`src/rtl/fb_pkg.sv`:
```
// ============================================================================
// Module   : fb_pkg
// Purpose  : Shared widths, FSM state type and the 16-colour palette for the
//            cell framebuffer arbiter.
// Revision : 1.0 - initial release
// ============================================================================
`default_nettype none

package fb_pkg;

  localparam int COL_W = 10;
  localparam int ROW_W = 9;
  localparam int IDX_W = 4;
  localparam int RGB_W = 24;

  typedef enum logic [0:0] {
    ST_CLEAR = 1'b0,
    ST_RUN   = 1'b1
  } fb_state_e;

  // EGA-style palette, index 0 is black so a cleared buffer shows nothing.
  localparam logic [RGB_W-1:0] c_palette [16] = '{
    24'h000000, 24'h0000AA, 24'h00AA00, 24'h00AAAA,
    24'hAA0000, 24'hAA00AA, 24'hAA5500, 24'hAAAAAA,
    24'h555555, 24'h5555FF, 24'h55FF55, 24'h55FFFF,
    24'hFF5555, 24'hFF55FF, 24'hFFFF55, 24'hFFFFFF
  };

endpackage

`default_nettype wire

```
`src/rtl/fb_cell_ram.sv`:
```
// ============================================================================
// Module   : fb_cell_ram
// Purpose  : Single-port cell RAM, synchronous read with one cycle latency.
// Revision : 1.0 - initial release
// ============================================================================
`default_nettype none

module fb_cell_ram
  import fb_pkg::*;
#(
  parameter int DEPTH  = 768,
  parameter int ADDR_W = 10
) (
  input  logic              clk,
  input  logic              i_en,
  input  logic              i_we,
  input  logic [ADDR_W-1:0] i_addr,
  input  logic [IDX_W-1:0]  i_wdata,
  output logic [IDX_W-1:0]  o_rdata
);

  logic [IDX_W-1:0] r_mem [DEPTH];

  always_ff @(posedge clk) begin
    if (i_en) begin
      if (i_we) begin
        r_mem[i_addr] <= i_wdata;
      end else begin
        o_rdata <= r_mem[i_addr];
      end
    end
  end

endmodule

`default_nettype wire

```
`src/rtl/fb_arbiter.sv`:
```
// ============================================================================
// Module   : fb_arbiter
// Purpose  : Time-slices one cell RAM between video reads (phase 0) and
//            round-robin requester writes (phase 1) after a clear sweep.
//            Optional macro FB_ARB_TEAR_FREE_EN limits grants to the
//            8192-cycle window that starts at each frame_tick.
// Revision : 1.0 - initial release
// ============================================================================
`default_nettype none

module fb_arbiter
  import fb_pkg::*;
#(
  parameter int COLS = 32,
  parameter int ROWS = 24,
  parameter int NREQ = 2
) (
  input  logic                  CLOCK_50,
  input  logic                  reset,
  input  logic [COL_W-1:0]      x,
  input  logic [ROW_W-1:0]      y,
  input  logic                  VGA_VS,
  output logic [7:0]            r,
  output logic [7:0]            g,
  output logic [7:0]            b,
  input  logic [NREQ-1:0]       req,
  input  logic [NREQ*COL_W-1:0] wcol,
  input  logic [NREQ*ROW_W-1:0] wrow,
  input  logic [NREQ*IDX_W-1:0] wdata,
  output logic [NREQ-1:0]       gnt,
  output logic                  oob,
  output logic                  ready,
  output logic                  frame_tick
);

  localparam int DEPTH  = COLS * ROWS;
  localparam int ADDR_W = (DEPTH > 1) ? $clog2(DEPTH) : 1;
  localparam int FULL_W = COL_W + ROW_W + 1;
  localparam int PTR_W  = 2;

  fb_state_e         r_state;
  fb_state_e         w_state_nxt;
  logic [ADDR_W-1:0] r_clr_addr;
  logic              r_phase;
  logic [PTR_W-1:0]  r_rr_ptr;
  logic              r_rd_vld;
  logic [RGB_W-1:0]  r_rgb;
  logic              r_vs_s1;
  logic              r_vs_s2;
  logic              r_vs_prev;
  logic              r_frame_tick;

  logic              w_win;
  logic              w_gnt_any;
  logic [PTR_W-1:0]  w_gnt_idx;
  logic [PTR_W-1:0]  w_rr_nxt;
  logic              w_grant;
  logic [COL_W-1:0]  w_sel_col;
  logic [ROW_W-1:0]  w_sel_row;
  logic [IDX_W-1:0]  w_sel_data;
  logic [FULL_W-1:0] w_vid_full;
  logic [FULL_W-1:0] w_wr_full;
  logic              w_vid_inr;
  logic              w_wr_inr;
  logic              w_ram_en;
  logic              w_ram_we;
  logic [ADDR_W-1:0] w_ram_addr;
  logic [IDX_W-1:0]  w_ram_wdata;
  logic [IDX_W-1:0]  w_ram_rdata;

  // Addresses stay full width so an out-of-range coordinate can never alias.
  assign w_vid_full = FULL_W'(y) * FULL_W'(COLS) + FULL_W'(x);
  assign w_vid_inr  = (x < COL_W'(COLS)) && (y < ROW_W'(ROWS)) &&
                      (w_vid_full < FULL_W'(DEPTH));

  // Scan from rr_ptr upward; the lowest rotated distance wins.
  always_comb begin
    w_gnt_any = 1'b0;
    w_gnt_idx = '0;
    for (int i = NREQ - 1; i >= 0; i--) begin
      for (int j = 0; j < NREQ; j++) begin
        if (req[j] && ((int'(r_rr_ptr) + i == j) ||
                       (int'(r_rr_ptr) + i == j + NREQ))) begin
          w_gnt_any = 1'b1;
          w_gnt_idx = PTR_W'(j);
        end
      end
    end
  end

  assign w_rr_nxt = (int'(w_gnt_idx) == NREQ - 1) ? '0 : w_gnt_idx + 1'b1;

  always_comb begin
    w_sel_col  = '0;
    w_sel_row  = '0;
    w_sel_data = '0;
    for (int j = 0; j < NREQ; j++) begin
      if (w_gnt_idx == PTR_W'(j)) begin
        w_sel_col  = wcol[j*COL_W +: COL_W];
        w_sel_row  = wrow[j*ROW_W +: ROW_W];
        w_sel_data = wdata[j*IDX_W +: IDX_W];
      end
    end
  end

  assign w_wr_full = FULL_W'(w_sel_row) * FULL_W'(COLS) + FULL_W'(w_sel_col);
  assign w_wr_inr  = (w_sel_col < COL_W'(COLS)) && (w_sel_row < ROW_W'(ROWS)) &&
                     (w_wr_full < FULL_W'(DEPTH));

`ifdef FB_ARB_TEAR_FREE_EN
  localparam int WIN_W = 13;
  logic [WIN_W-1:0] r_win_left;

  always_ff @(posedge CLOCK_50 or posedge reset) begin
    if (reset) begin
      r_win_left <= '0;
    end else if (r_frame_tick) begin
      r_win_left <= '1;
    end else if (r_win_left != '0) begin
      r_win_left <= r_win_left - 1'b1;
    end
  end

  assign w_win = r_frame_tick | (r_win_left != '0);
`else
  assign w_win = 1'b1;
`endif

  always_comb begin
    w_state_nxt = r_state;
    w_ram_en    = 1'b0;
    w_ram_we    = 1'b0;
    w_ram_addr  = r_clr_addr;
    w_ram_wdata = '0;
    w_grant     = 1'b0;
    gnt         = '0;
    oob         = 1'b0;
    case (r_state)
      ST_CLEAR: begin
        w_ram_en = 1'b1;
        w_ram_we = 1'b1;
        if (r_clr_addr == ADDR_W'(DEPTH - 1)) begin
          w_state_nxt = ST_RUN;
        end
      end
      ST_RUN: begin
        if (!r_phase) begin
          w_ram_en   = w_vid_inr;
          w_ram_addr = w_vid_full[ADDR_W-1:0];
        end else if (w_win && w_gnt_any) begin
          w_grant     = 1'b1;
          gnt         = NREQ'(1) << w_gnt_idx;
          oob         = ~w_wr_inr;
          w_ram_en    = w_wr_inr;
          w_ram_we    = w_wr_inr;
          w_ram_addr  = w_wr_full[ADDR_W-1:0];
          w_ram_wdata = w_sel_data;
        end
      end
      default: w_state_nxt = ST_CLEAR;
    endcase
  end

  always_ff @(posedge CLOCK_50 or posedge reset) begin
    if (reset) begin
      r_state    <= ST_CLEAR;
      r_clr_addr <= '0;
      r_phase    <= 1'b0;
      r_rr_ptr   <= '0;
      r_rd_vld   <= 1'b0;
      r_rgb      <= '0;
    end else begin
      r_state <= w_state_nxt;
      if (r_state == ST_CLEAR) begin
        r_clr_addr <= (w_state_nxt == ST_RUN) ? '0 : r_clr_addr + 1'b1;
      end
      r_phase  <= (r_state == ST_RUN) ? ~r_phase : 1'b0;
      r_rd_vld <= (r_state == ST_RUN) && !r_phase && w_vid_inr;
      if (w_grant) begin
        r_rr_ptr <= w_rr_nxt;
      end
      // Palette stage loads only after a video read, so each pixel holds 2 cycles.
      if (r_state == ST_CLEAR) begin
        r_rgb <= '0;
      end else if (r_phase) begin
        r_rgb <= r_rd_vld ? c_palette[w_ram_rdata] : '0;
      end
    end
  end

  always_ff @(posedge CLOCK_50 or posedge reset) begin
    if (reset) begin
      r_vs_s1      <= 1'b1;
      r_vs_s2      <= 1'b1;
      r_vs_prev    <= 1'b1;
      r_frame_tick <= 1'b0;
    end else begin
      r_vs_s1      <= VGA_VS;
      r_vs_s2      <= r_vs_s1;
      r_vs_prev    <= r_vs_s2;
      r_frame_tick <= r_vs_prev & ~r_vs_s2;
    end
  end

  fb_cell_ram #(
    .DEPTH  (DEPTH),
    .ADDR_W (ADDR_W)
  ) u_ram (
    .clk     (CLOCK_50),
    .i_en    (w_ram_en),
    .i_we    (w_ram_we),
    .i_addr  (w_ram_addr),
    .i_wdata (w_ram_wdata),
    .o_rdata (w_ram_rdata)
  );

  assign r          = r_rgb[23:16];
  assign g          = r_rgb[15:8];
  assign b          = r_rgb[7:0];
  assign ready      = (r_state == ST_RUN);
  assign frame_tick = r_frame_tick;

endmodule

`default_nettype wire
```
`config.mk`:
```
export PLATFORM = sky130hd
export DESIGN_NAME = fb_arbiter
export DESIGN_NICKNAME = d
export VERILOG_FILES = /design/src/rtl/fb_pkg.sv /design/src/rtl/fb_cell_ram.sv /design/src/rtl/fb_arbiter.sv
export SDC_FILE = /design/constraint.sdc
export NUM_CORES = 2
export LEC_CHECK = 0
export ABC_CLOCK_PERIOD_IN_PS = 29300
export CORE_MARGIN = 2
export CORE_UTILIZATION = 41
export CTS_CLUSTER_DIAMETER = 150
export DETAILED_ROUTE_END_ITERATION = 8
export SLEW_MARGIN = 20
export SYNTH_ARGS = -nofsm -noshare
export SYNTH_HDL_FRONTEND = slang
export SYNTH_SLANG_ARGS = --single-unit
```
`constraint.sdc`:
```
create_clock -name CLOCK_50 -period 29.3 [get_ports CLOCK_50]
set_clock_uncertainty 0.15 [all_clocks]
set_input_delay 2.93 -clock CLOCK_50 [delete_from_list [all_inputs] [get_ports CLOCK_50]]
set_output_delay 2.93 -clock CLOCK_50 [all_outputs]
set_load 0.01 [all_outputs]
```
==> flow_summary.json <==
{
  "async_flop_share": 0.00742,
  "whs_ps": 208,
  "synth_flop_cell": "edfxtp_1",
  "netlist_instances": 7350,
  "p_per_area_mw_per_mm2": 64.1,
  "clock_latency_ps": 940,
  "worst_pin_slew_ps": 1180,
  "cts_num_sinks": 3099,
  "ant_nets": 0,
  "dr.pass1.iters": 8,
  "synth_seq_cells": 3099,
  "syn_to_final_growth_pct": 12.5,
  "startpoint": "req[1]",
  "worst_setup_path_end_kind": "output pin",
  "critPathKind": "primary input to output pin",
  "fp.dieArea_mm2": 0.304,
  "max_freq_ghz": 0.106,
  "final_cell_area_mm2": 0.138,
  "max_cap_viol_count": 0,
  "synth_edf_count": 3076,
  "numPortBuffers": 98,
  "crit_path_start_kind": "primary input",
  "slew_viol_final": 0,
  "yosysWarnings": 0,
  "cts_tree": "yes",
  "reg2reg_from": "ready",
  "rsz0062_at_grt": "false",
  "p_sw_frac": 0.191,
  "fin_ws_ps": 19900,
  "grt_pass1_wl_um": 503000,
  "fin_tns_setup_ps": 0,
  "min_delay_path_depth": 0,
  "cp.required_ps": 26220,
  "reg2reg_slack_ps": 21920,
  "vias_per_cell": 6.06,
  "numCtsBuffers": 331,
  "synth_top_area_share": 0.751,
  "internal-power_mw": 7.18,
  "hpwl_um": 198000,
  "crit_fanout": 12,
  "drt-initial-drc-count": 9826,
  "ir_drop_mv": 0.0493,
  "cts_max_path_buffers": 4,
  "rows": 201,
  "grt_max_degree": 225,
  "drt-total-wl_um": 355000,
  "critPathArrivalTime_ps": 6320,
  "ys_top_cells_by_area": "edfxtp_1 (75%), mux4_2 (8.9%), nand2_1 (3.2%), nor2_1 (2.5%), a22oi_1 (1.7%)",
  "post_cts.repair.setup_buffers": 0,
  "postSynthNetCount": 7432,
  "dpl_worst_slack_ps": 19060,
  "ioPinCount": 99,
  "clkPwrFrac": 0.457,
  "ys_seq_area_frac": 0.756,
  "dp.cells": 11000,
  "core_area_mm2": 0.299,
  "p_seq_frac": 0.541,
  "min_period_ps": 9400,
  "gp_congestion": 0.830,
  "cts_hold_buf": 0,
  "fp.dieH_um": 552,
  "hold_end": "r_vs_s2",
  "h-tree-depth": 5,
  "synth.avg_cell_area_um2": 16.7,
  "hold_path.class": "flop to flop",
  "r2r_cells": 14,
  "synthMostInstantiatedCell": "edfxtp_1",
  "wl_per_cell_um": 30.6,
  "nFillCells": 25300,
  "total_power_mw": 8.88,
  "cts_resized": 0,
  "status": "finished clean",
  "place_area_mm2": 0.128,
  "grt_antenna_before_repair": 27,
  "instances_no_fill": 11600,
  "gr-usage-all-layers": 0.229,
  "utilization": 0.462,
  "start_util": 0.411,
  "regToRegEndpoint": "u_ram.o_rdata[3]",
  "setup_viol": 0,
  "vias": 70300,
  "clk_pin_slew_ps": 60,
  "hold_viol": 0,
  "syn_area_mm2": 0.123,
  "power.switching_mw": 1.70,
  "synth_common_cells": "edfxtp_1 (3076), nand2_1 (1063), nor2_1 (805)",
  "pwr-share-comb": 0.003,
  "grt_pass1_vias": 68500,
  "die_w_um": 552,
  "cts-root-buf": "clkbuf_16",
  "synth.distinct_cells": 81,
  "yosys.area.top_type": "edfxtp_1",
  "max_slew_margin": 0.209,
  "nets": 7470,
  "p_leak_nw": 45.9,
  "final.period_utilization": 0.321,
  "overflow": 0,
  "drive_above_1_share": 0.155,
  "min-delay-start": "r_vs_s1",
  "drc": 0
}
==> state kept, by name (all words and copies together) (netlist names) <==
signal and cells:
r_rgb 5, u_ram.r_mem 3072, r_vs_s2 1, frame_tick 1
r_phase 1, u_ram.o_rdata 4, ready 1, r_clr_addr 10
r_vs_prev 1, r_rd_vld 1, r_vs_s1 1, r_rr_ptr 1
==> layer usage <==
metal  part of all wire  routed length, um  GRT usage
met4              0.040              14100     0.0864
met3               0.10              36700     0.0510
met2               0.47             166000      0.358
met1               0.39             137000      0.315
met5            0.00036                129    0.00188
==> worst max-delay path by stage <==
stage                                    to  slack [ps]  cells after the start
final                                   oob       19900                     12
after global routing       u_ram.o_rdata[3]       19580                     15
after CTS                               oob       19870                     12
after detailed placement   u_ram.o_rdata[3]       19060                     15
after global placement     u_ram.o_rdata[3]       19190                     15
after floorplan           u_ram.r_mem[0][0]       13770                      4
==> power groups by stage <==
stage / registers, mW / logic, mW / clock network, mW
after floorplan: 4.89 / 0.0116 / 0
after global placement: 4.89 / 0.0257 / 0
after detailed placement: 4.89 / 0.0260 / 0
after CTS: 4.80 / 0.0261 / 4.09
after global routing: 4.79 / 0.0282 / 4.25
final: 4.80 / 0.0259 / 4.05
==> area by class of cell <==
class | instances | area [um^2] | area share
clock inverters | 172 | 1600 | 0.0115
multi-input cells | 3682 | 27600 | 0.200
well taps | 3958 | 4950 | 0.0358
repair buffers | 264 | 2470 | 0.0179
clock buffers | 402 | 8700 | 0.0629
diodes | 9 | 22.5 | 0.000163
inverters | 10 | 37.5 | 0.000271
flip-flops and latches | 3099 | 92900 | 0.672
==> logic make-up (layout without fill, tap and decap cells) <==
family | after synthesis | in the layout | share of synthesized area
simple gates | 2247 | 2247 | 0.0748
flops | 3099 | 3099 | 0.756
other cells | 0 | 9 | 0
buf+inv | 569 | 848 | 0.0232
compound gates | 909 | 909 | 0.0539
fa+ha+maj | 13 | 13 | 0.00142
xor+xnor | 12 | 12 | 0.000976
mux | 501 | 501 | 0.0902
==> placed cells by master (no fill, tap or decap), types with 41 or more instances in the layout <==
cell,netlist,routed
clkinv_2,0,50
clkbuf_16,0,338
a21oi_1,193,191
edfxtp_1,3076,3076
nand4_1,41,41
buf_4,45,147
nand2_1,1063,1024
a31oi_1,72,72
a22oi_1,271,271
clkdlybuf4s50_1,0,98
clkbuf_1,212,64
clkinv_1,1,73
mux4_2,485,485
and3_1,67,67
a32oi_1,142,142
nor2_1,805,803
nand3_1,193,193
==> worst max-delay path, cell delays in order <==
cell,delay [ps]
clkdlybuf4s50_1,710
nand2_1,380
mux2_2,330
ha_1,160
inv_1,60
fa_1,440
nand2b_1,190
nor3_1,170
a211oi_1,70
nor2_1,170
o21a_1,150
clkdlybuf4s50_1,550
(Power assumes the default switching activity.)
